===== src/rtl/title_ram_loader.sv =====
// Unpacks a ready/valid byte stream MSB-first into single-bit title bitmap RAM writes.
// Optional vblank write gate: define TITLE_LOAD_VBLANK_EN.
module title_ram_loader #(
  parameter int ADDR      = 15,
  parameter int V_VISIBLE = 480
) (
  input  logic            clk,
  input  logic            reset,
  input  logic            start,
  input  logic [ADDR-1:0] base_addr,
  input  logic [ADDR:0]   len,
  input  logic [7:0]      s_data,
  input  logic            s_valid,
  output logic            s_ready,
  input  logic [10:0]     y,
  output logic            wr_en,
  output logic [ADDR-1:0] wr_addr,
  output logic            wr_data,
  output logic            busy,
  output logic            done
);

  typedef enum logic [1:0] {
    IDLE  = 2'd0,
    FETCH = 2'd1,
    WRITE = 2'd2,
    DONE  = 2'd3
  } state_t;

  localparam logic [10:0] VVIS = 11'(V_VISIBLE);

  state_t          state_q, state_d;
  logic [ADDR-1:0] addr_q, addr_d;
  logic [ADDR:0]   rem_q, rem_d;
  logic [7:0]      shreg_q, shreg_d;
  logic [3:0]      bcnt_q, bcnt_d;
  logic            wr_gate;

`ifdef TITLE_LOAD_VBLANK_EN
  assign wr_gate = (y >= VVIS);
`else
  logic unused_vblank;
  assign wr_gate       = 1'b1;
  assign unused_vblank = (y >= VVIS);
`endif

  always_ff @(posedge clk) begin
    if (reset) begin
      state_q <= IDLE;
      addr_q  <= '0;
      rem_q   <= '0;
      shreg_q <= '0;
      bcnt_q  <= '0;
    end else begin
      state_q <= state_d;
      addr_q  <= addr_d;
      rem_q   <= rem_d;
      shreg_q <= shreg_d;
      bcnt_q  <= bcnt_d;
    end
  end

  always_comb begin
    state_d = state_q;
    addr_d  = addr_q;
    rem_d   = rem_q;
    shreg_d = shreg_q;
    bcnt_d  = bcnt_q;
    unique case (state_q)
      IDLE: begin
        if (start) begin
          addr_d  = base_addr;
          rem_d   = len;
          state_d = (len == '0) ? DONE : FETCH;
        end
      end
      FETCH: begin
        if (s_valid) begin
          shreg_d = s_data;
          bcnt_d  = 4'd8;
          state_d = WRITE;
        end
      end
      WRITE: begin
        // stalled writes leave every counter untouched
        if (wr_gate) begin
          shreg_d = {shreg_q[6:0], 1'b0};
          addr_d  = addr_q + ADDR'(1);
          rem_d   = rem_q - (ADDR+1)'(1);
          bcnt_d  = bcnt_q - 4'd1;
          if (rem_q == (ADDR+1)'(1)) begin
            state_d = DONE;
          end else if (bcnt_q == 4'd1) begin
            state_d = FETCH;
          end
        end
      end
      DONE: begin
        state_d = IDLE;
      end
      default: begin
        state_d = IDLE;
      end
    endcase
  end

  always_comb begin
    s_ready = 1'b0;
    wr_en   = 1'b0;
    busy    = 1'b1;
    done    = 1'b0;
    wr_addr = addr_q;
    wr_data = shreg_q[7];
    unique case (1'b1)
      (state_q == IDLE):  busy    = 1'b0;
      (state_q == FETCH): s_ready = 1'b1;
      (state_q == WRITE): wr_en   = wr_gate;
      (state_q == DONE):  done    = 1'b1;
      default: ;
    endcase
  end

endmodule


===== config.mk =====
export PLATFORM = sky130hd
export DESIGN_NAME = title_ram_loader
export DESIGN_NICKNAME = d
export VERILOG_FILES = /design/src/rtl/title_ram_loader.sv
export SDC_FILE = /design/constraint.sdc
export NUM_CORES = 1
export LEC_CHECK = 0
export BUFFER_PORTS_ARGS = -buffer_cell sky130_fd_sc_hd__buf_2
export CAP_MARGIN = 20
export CORE_MARGIN = 2
export CORE_UTILIZATION = 35
export DETAILED_ROUTE_END_ITERATION = 8
export PLACE_DENSITY = 0.54
export SLEW_MARGIN = 15
export SYNTH_ARGS = -nofsm -noshare
export SYNTH_HDL_FRONTEND = slang
export SYNTH_SLANG_ARGS = --single-unit

===== constraint.sdc =====
create_clock -name clk -period 3.7 [get_ports clk]
set_input_delay 1.11 -clock clk [delete_from_list [all_inputs] [get_ports clk]]
set_output_delay 1.11 -clock clk [all_outputs]
set_load 0.01 [all_outputs]

# ---- Yosys cells after proc, flatten, opt, wreduce, memory -nomap -nowiden
# Index checks and enable logic that the tools add are counted.
dict set report op_classes {
  n_addsub 3
  n_eq_ne 8
  n_mux 18
  reduce_logical 7
}
# op n
set op_table {}
lappend op_table {{one-hot mux 16 bit (2 select lines)} 1}
lappend op_table {{one-hot mux 15 bit (2 select lines)} 1}
lappend op_table {{equality test 16 x 1 -> 1 bit (second input constant)} 1}
lappend op_table {{logical NOT 16 bit} 1}
lappend op_table {{2-to-1 mux 16 bit} 1}
lappend op_table {{one-hot mux 8 bit (2 select lines)} 1}
lappend op_table {{subtractor 16 x 1 -> 16 bit (second input constant)} 1}
lappend op_table {{adder 15 x 1 -> 15 bit (second input constant)} 1}
lappend op_table {{2-to-1 mux 15 bit} 1}
lappend op_table {{2-to-1 mux 2 bit} 5}
lappend op_table {{2-to-1 mux 8 bit} 1}
lappend op_table {{one-hot mux 2 bit (4 select lines)} 1}
lappend op_table {{one-hot mux 4 bit (2 select lines)} 1}
lappend op_table {{equality test 2 bit (second input constant)} 2}
lappend op_table {{equality test 4 x 1 -> 1 bit (second input constant)} 1}
lappend op_table {{2-to-1 mux 1 bit} 4}
lappend op_table {{2-to-1 mux 4 bit} 1}
lappend op_table {{!= test 2 bit (second input constant)} 2}
lappend op_table {{AND reduction 2 bit} 2}
lappend op_table {{nonzero test 2 bit} 2}
lappend op_table {{subtractor 4 x 1 -> 4 bit (second input constant)} 1}
lappend op_table {{!= test 3 bit (second input constant)} 1}
lappend op_table {{AND reduction 3 bit} 1}
lappend op_table {{equality test 2 x 1 -> 1 bit (second input constant)} 1}
lappend op_table {{logical NOT 2 bit} 1}
dict set report totals {
  ff_bits 45
  in_bits 54
  out_inout_bits 20
  word_cells 41
}

# ---- Depth between registers and ports, before layout
# Gate-level depths: netlist (run 1).
dict set report logic_depth {
  depth_word 4
  depth_mapped 7
  depth_no_buf 6
}

# ---- Worst setup path after synthesis (run 1)
# No wires, ideal clock.
dict set report synth_path {
  kind {reg2out}
  start {register state_q[1]}
  end {output port done}
  arrival_ns 1.408
  required_ns 2.590
  slack_ns 1.182
  path_stages_with_launch 5
  path_buffers 3
  cell_sequence {dfxtp_1 -> clkbuf_1 -> clkbuf_1 -> clkbuf_1 -> and2_1}
}
dict set report synth_between {
  elab_chain_cells 2
}
# item line_no
set synth_lines {}
lappend synth_lines {{from (decl)} 32} ;# state_t state_q, state_d;
lappend synth_lines {{from (signal assigned)} 55} ;# state_q <= state_d;
lappend synth_lines {{equality test 2 bit} 118} ;# (state_q == DONE): done = 1'b1;
lappend synth_lines {{2-to-1 mux 1 bit} 114} ;# unique case (1'b1)
lappend synth_lines {{to (decl)} 20} ;# output logic done
# No other way between the ends.

# ---- Worst setup path after layout (run 1)
dict set report layout_path {
  start {register state_q[0]}
  end {output port wr_en}
}
dict set report layout_between {
  elab_chain_cells 2
}
# item line_no
set layout_lines {}
lappend layout_lines {{equality test 2 bit} 117} ;# (state_q == WRITE): wr_en = wr_gate;
lappend layout_lines {{2-to-1 mux 1 bit} 114}
lappend layout_lines {{to (decl)} 16} ;# output logic wr_en,
# No other way between the ends.

==> metrics.cfg, run 1 <==
[outcome]
status=complete, no violations

[pwr]
pwr-share-seq=0.355
pwr_density_cell_nw_per_um2=702
clockPowerShare=0.180
static-leakage-power_nw=1.22
internal-power_mw=1.26
p_sw_frac=0.430
p_comb_frac=0.465
ir_drop_mv=0.252
power.switching_uw=950

[logic_synthesis]
synthTopCellsByArea=dfxtp_1 (34%), nor2_1 (6.7%), nand2_1 (5.7%)
synth_top_cell_area_share=0.343
avgSynthCellArea_um2=7.61
synth-seq-area-share=0.343
synth_top_area_cell=dfxtp_1
synth_edf_count=0
yosys.cell_types.count=51
netlist_instances=345
synth_top_flop_cell=dfxtp_1
postSynth.asyncResetShare=0
ys_seq_elements=45
syn-cell-area_um2=2630
syn-num-nets=404
yosysWarningCount=0

[cts]
post_cts_resized=0
numCtsBuffers=5
ctsHoldBuffers=0
cts_tree=done
clk_pin_slew_ns=0.10
cts_setup_buffers=0
h-tree-depth=2
cts_root_buffer=clkbuf_8
clkLatencyLatePin_ns=0.30
clkSinkCount=45
clockBufferDepth=2

[detailed_routing]
wirelength_um=7770
via_per_inst=5.45
dr_total_vias=2719
postRouteAntennaNets=0
drc_errors=0
drt_iter0_markers=139
drt_pass1_iterations=4
wl_per_cell_um=15.6

[worst_setup_path]
max_stage_delay_ns=0.32
cp_data_required_time_ns=2.59
critical_path_class=flop to output pin
cp.arrival_ns=1.54
crit_path_start_kind=flop
slowest_stage=dfxtp_1
crit_chain=nand2b_1, buf_4, clkinv_1, buf_4, buf_2
crit_top_cell=buf_4
cp_max_fo=27
endpoint_kind=output pin

[sta]
min_period_ns=2.65
fin_skew_ns=0.0105
max_freq_ghz=0.378
slew_viol_final=0
min_period_over_period=0.716
hold_viol=0
rsz0062_at_grt=false
finalSetupViolations=0
worst_pin_slew_ns=0.661
slew-limit-headroom=0.555
finalSetupTns_ns=0

[placed_design]
io_buffers=62
place_area_um2=3040
hpwlAfterDp_um=5340
gp_congestion=0.830

[global_route]
grt_pass1_vias=2596
antenna_found_initial=0
grt_usage=0.192
grt_max_degree=50
grt-ovfl-total=0
grt_pass1_wl_um=12900

[die]
die-area_um2=8210
placeableCoreArea_um2=7250
start_util=0.362
pin_count=74
die_h_um=90.6
die_w_um=90.6
rows=31

[finish]
fin_nets=458
final_core_util=0.435
fill_cells=777
post-route-cell-area_um2=3150
area_delta_synth_final_pct=20.1
antenna_cells=0
layout_commonest_cell=buf_2
layout-drive-gt1-share=0.223
layout.cells.most_common_list=buf_2 (62), nor2_1 (47), dfxtp_1 (45)

[worst_hold_path]
hold_path_class=flop to flop

[run]
drv_cap=0

[kinds of logic (layout without fill, tap and decap cells)]
family | after synthesis | count (layout) | synth area share
xor gates and xnor gates | 7 | 7 | 0.0234
buffers and inverters | 36 | 91 | 0.0515
muxes | 4 | 4 | 0.0172
adders and majority gates | 5 | 5 | 0.0238
DFF | 45 | 45 | 0.343
AOI/OAI and AO/OA | 98 | 98 | 0.256
and+or+nand+nor | 150 | 150 | 0.285
[registers in the layout (all words and copies together) (netlist names)]
| signal | flops |
|---|---|
| rem_q | 16 |
| wr_addr | 15 |
| bcnt_q | 4 |
| state_q | 2 |
| shreg_q | 8 |
[stage by stage]
step | hold WS, ns | setup slack, ns | instances | total power, mW
4_1_cts | 0.495 | 1.04 | 499 | 2.22
3_3_place_gp | 0.465 | 1.18 | 491 | 1.81
6_report | 0.490 | 1.05 | 499 | 2.21
5_1_grt | 0.515 | 0.966 | 499 | 2.40
3_5_place_dp | 0.480 | 1.18 | 491 | 1.82
2_1_floorplan | 0.455 | 1.18 | 345 | 1.50
[Yosys cell counts, types with 3 or more instances]
cell and n:
inv_1 11, nor4_1 12, o21ai_0 14, a221oi_1 7
nor3_1 13, ha_1 5, a32oi_1 5, nor2b_1 3
clkbuf_1 23, mux2i_1 3, dfxtp_1 45, xnor2_1 4
xor2_1 3, o22ai_1 7, a311oi_1 10, a211oi_1 18
and2_1 3, a21oi_1 22, nand3_1 4, nor2_1 47
nand4_1 6, nand2_1 40, nand2b_1 4, nand4b_1 3
[critical path: cells and delay by family (launching register included)]
kind | cells | cell delay [ns]
buffers and inverters | 4 | 0.80
flip-flops | 1 | 0.32
AND/OR/NAND/NOR | 1 | 0.13
[final cells by class]
type	instances	area, µm²	share of cell area
Multi-Input combinational cell	264	1590	0.504
Sequential cell	45	901	0.286
Timing Repair Buffer	71	378	0.120
Tap cell	99	124	0.0393
Clock buffer	5	68.8	0.0218
Clock inverter	3	47.5	0.0151
Inverter	12	45.0	0.0143
[per-layer routing]
layer	track usage	share of wire
met5	0	0
met4	0.0385	0.0070
met3	0.0292	0.041
met2	0.322	0.45
met1	0.262	0.50
[power by group through the flow]
| stage | Sequential [mW] | Combinational (mW) | Clock [mW] |
|---|---|---|---|
| 6_report | 0.786 | 1.03 | 0.397 |
| 5_1_grt | 0.812 | 1.16 | 0.427 |
| 4_1_cts | 0.784 | 1.03 | 0.409 |
| 3_5_place_dp | 0.794 | 1.03 | 0 |
| 3_3_place_gp | 0.792 | 1.02 | 0 |
| 2_1_floorplan | 0.783 | 0.722 | 0 |
[worst paths after layout]
check / from / end / slack [ns] / cells after the start
worst max-delay path: state_q[0]$_SDFFE_PP0P_ / wr_en / 1.05 / 5
worst min-delay path: shreg_q[3]$_SDFFE_PP0P_ / shreg_q[4]$_SDFFE_PP0P_ / 0.49 / 2
worst max register to register: rem_q[5]$_SDFFE_PP0P_ / state_q[1]$_SDFFE_PP0P_ / 1.59 / 5
worst min register to register: shreg_q[3]$_SDFFE_PP0P_ / shreg_q[4]$_SDFFE_PP0P_ / 0.49 / 2
(Power assumes the default switching activity.)
==> inputs of run 2 (changes only) <==
- PLACE_DENSITY: 0.54 -> 0.57
- clock period: 3.7 -> 2.3 ns (I/O delays scaled with it)
==> metrics.cfg, run 2 (synthesized netlist as in run 1, its figures left out) <==
[outcome]
status=complete, no violations  ; unchanged

[worst_hold_path]
min_to=shreg_q[5]$_SDFFE_PP0P_  ; was shreg_q[4]$_SDFFE_PP0P_
hold_path_class=flop to flop  ; unchanged
hold_depth=2  ; unchanged
hp-start=shreg_q[4]$_SDFFE_PP0P_  ; was shreg_q[3]$_SDFFE_PP0P_

[cts]
clk_pin_slew_ns=0.09  ; was 0.10 ns
clockBufferDepth=2  ; unchanged
h-tree-depth=2  ; unchanged
clkSinkCount=45  ; unchanged
numCtsBuffers=5  ; unchanged
ctsHoldBuffers=0  ; unchanged
cts_setup_buffers=0  ; unchanged
cts_tree=done  ; unchanged
cts_root_buffer=clkbuf_8  ; unchanged
post_cts_resized=0  ; unchanged
clkLatencyLatePin_ns=0.30  ; about the same

[finish]
largest_register_ffs=16  ; unchanged
fill_cells=778  ; was 777
fin_nets=464  ; was 458
final_core_util=0.443  ; was 0.435
area_delta_synth_final_pct=22.5  ; was 20.1%
layout-drive-gt1-share=0.234  ; was 0.223
regMostFlops=rem_q  ; unchanged
layout_commonest_cell=buf_2  ; unchanged
antenna_cells=0  ; unchanged
layout.cells.most_common_list=buf_2 (62), nor2_1 (47), dfxtp_1 (45)  ; unchanged

[pwr]
internal-power_mw=2.17  ; was 1.26 mW
p_comb_frac=0.455  ; was 0.465
p_sw_frac=0.412  ; was 0.430
clockPowerShare=0.194  ; was 0.180
power.switching_mw=1.52  ; was 950 µW
static-leakage-power_nw=1.26  ; was 1.22 nW
pwr-share-seq=0.351  ; was 0.355
pwr_density_cell_nw_per_um2=1150  ; was 702 nW/µm²
ir_drop_mv=0.509  ; was 0.252 mV

[detailed_routing]
drc_errors=0  ; unchanged
dr_total_vias=2766  ; was 2719
wirelength_um=7810  ; was 7770 µm
postRouteAntennaNets=0  ; unchanged
via_per_inst=5.48  ; was 5.45
drt_pass1_iterations=4  ; unchanged
wl_per_cell_um=15.5  ; was 15.6 µm
drt_iter0_markers=141  ; was 139

[die]
die_w_um=90.6  ; unchanged
placeableCoreArea_um2=7250  ; unchanged
die_h_um=90.6  ; unchanged
start_util=0.362  ; unchanged
pin_count=74  ; unchanged
die-area_um2=8210  ; unchanged
rows=31  ; unchanged

[global_route]
grt_pass1_vias=2551  ; was 2596
grt_pass1_wl_um=12700  ; was 12900 µm
antenna_found_initial=0  ; unchanged
grt-ovfl-total=0  ; unchanged
grt_max_degree=27  ; was 50
grt_usage=0.189  ; was 0.192

[worst_setup_path]
worstReg2RegStart=rem_q[10]$_SDFFE_PP0P_  ; was rem_q[5]$_SDFFE_PP0P_
critical_path_class=flop to output pin  ; unchanged
r2r_slack_ns=0.37  ; was 1.59 ns
endpoint_kind=output pin  ; unchanged
cp_max_fo=14  ; was 27
cp.arrival_ns=1.39  ; was 1.54 ns
r2r_cells=5  ; unchanged
reg2reg_to=state_q[1]$_SDFFE_PP0P_  ; unchanged
cp_data_required_time_ns=1.61  ; was 2.59 ns
crit_path_start_kind=flop  ; unchanged

[sta]
min_period_over_period=0.905
finalSetupTns_ns=0  ; unchanged
fin_skew_ns=0.00708  ; was 0.0105 ns
hold_ws_ns=0.484  ; was 0.490 ns
slew_viol_final=0  ; unchanged
slew-limit-headroom=0.622  ; was 0.555
max_freq_ghz=0.481
rsz0062_at_grt=false  ; unchanged
hold_viol=0  ; unchanged
min_period_ns=2.08
worst_pin_slew_ns=0.562  ; was 0.661 ns
finalSetupViolations=0  ; unchanged

[placed_design]
io_buffers=62  ; unchanged
gp_congestion=0.877  ; was 0.830
hpwlAfterDp_um=5530  ; was 5340 µm

[run]
drv_cap=0  ; unchanged

run 2: changes by cell type in the layout (fill, tap and decap cells not counted):
cell,delta
clkinv_2,+1
bufinv_16,+1
buf_4,+6
inv_6,-2
run 2: worst max path at each step:
stage / start / endpoint / slack [ns] / cells after the start
2_1_floorplan: state_q[1]$_SDFFE_PP0P_ / done / 0.20 / 4
3_3_place_gp: start / rem_q[9]$_SDFFE_PP0P_ / 0.25 / 6
3_5_place_dp: start / rem_q[9]$_SDFFE_PP0P_ / 0.23 / 6
4_1_cts: state_q[0]$_SDFFE_PP0P_ / wr_en / 0.22 / 3
5_1_grt: state_q[0]$_SDFFE_PP0P_ / wr_en / 0.13 / 3
6_report: state_q[0]$_SDFFE_PP0P_ / wr_en / 0.22 / 3
run 2: layout make-up:
class | count | area [µm²] | area share
Clock buffer | 5 | 68.8 | 0.0214
Timing Repair Buffer | 77 | 423 | 0.132
Inverter | 12 | 45.0 | 0.0140
Clock inverter | 3 | 65.1 | 0.0202
Tap cell | 99 | 124 | 0.0385
Multi-Input combinational cell | 264 | 1590 | 0.494
Sequential cell | 45 | 901 | 0.280
run 2: layer usage:
metal  track usage  part of all wire
met1         0.256              0.49
met2         0.311              0.46
met3        0.0342             0.044
met4        0.0462            0.0077
met5             0                 0
run 2: worst max-delay path, cell delays in order, from the launching register on:
cell,delay (ns)
dfxtp_1,0.63
nand2b_1,0.22
clkinv_1,0.09
buf_2,0.14
run 2: metrics by stage:
step	worst slack, ns	cells	total power [mW]	instance area (µm²)
floorplan	0.202	345	2.42	2630
global placement	0.245	497	2.95	3080
detailed placement	0.228	497	2.98	3080
CTS	0.222	505	3.70	3220
global route	0.133	505	3.97	3220
finish	0.219	505	3.69	3220
run 2: power groups by stage:
stage | sequential [mW] | clock [mW] | combinational (mW)
2_1_floorplan | 1.26 | 0 | 1.16
3_3_place_gp | 1.30 | 0 | 1.66
3_5_place_dp | 1.30 | 0 | 1.68
4_1_cts | 1.29 | 0.731 | 1.68
5_1_grt | 1.33 | 0.762 | 1.87
6_report | 1.30 | 0.718 | 1.68
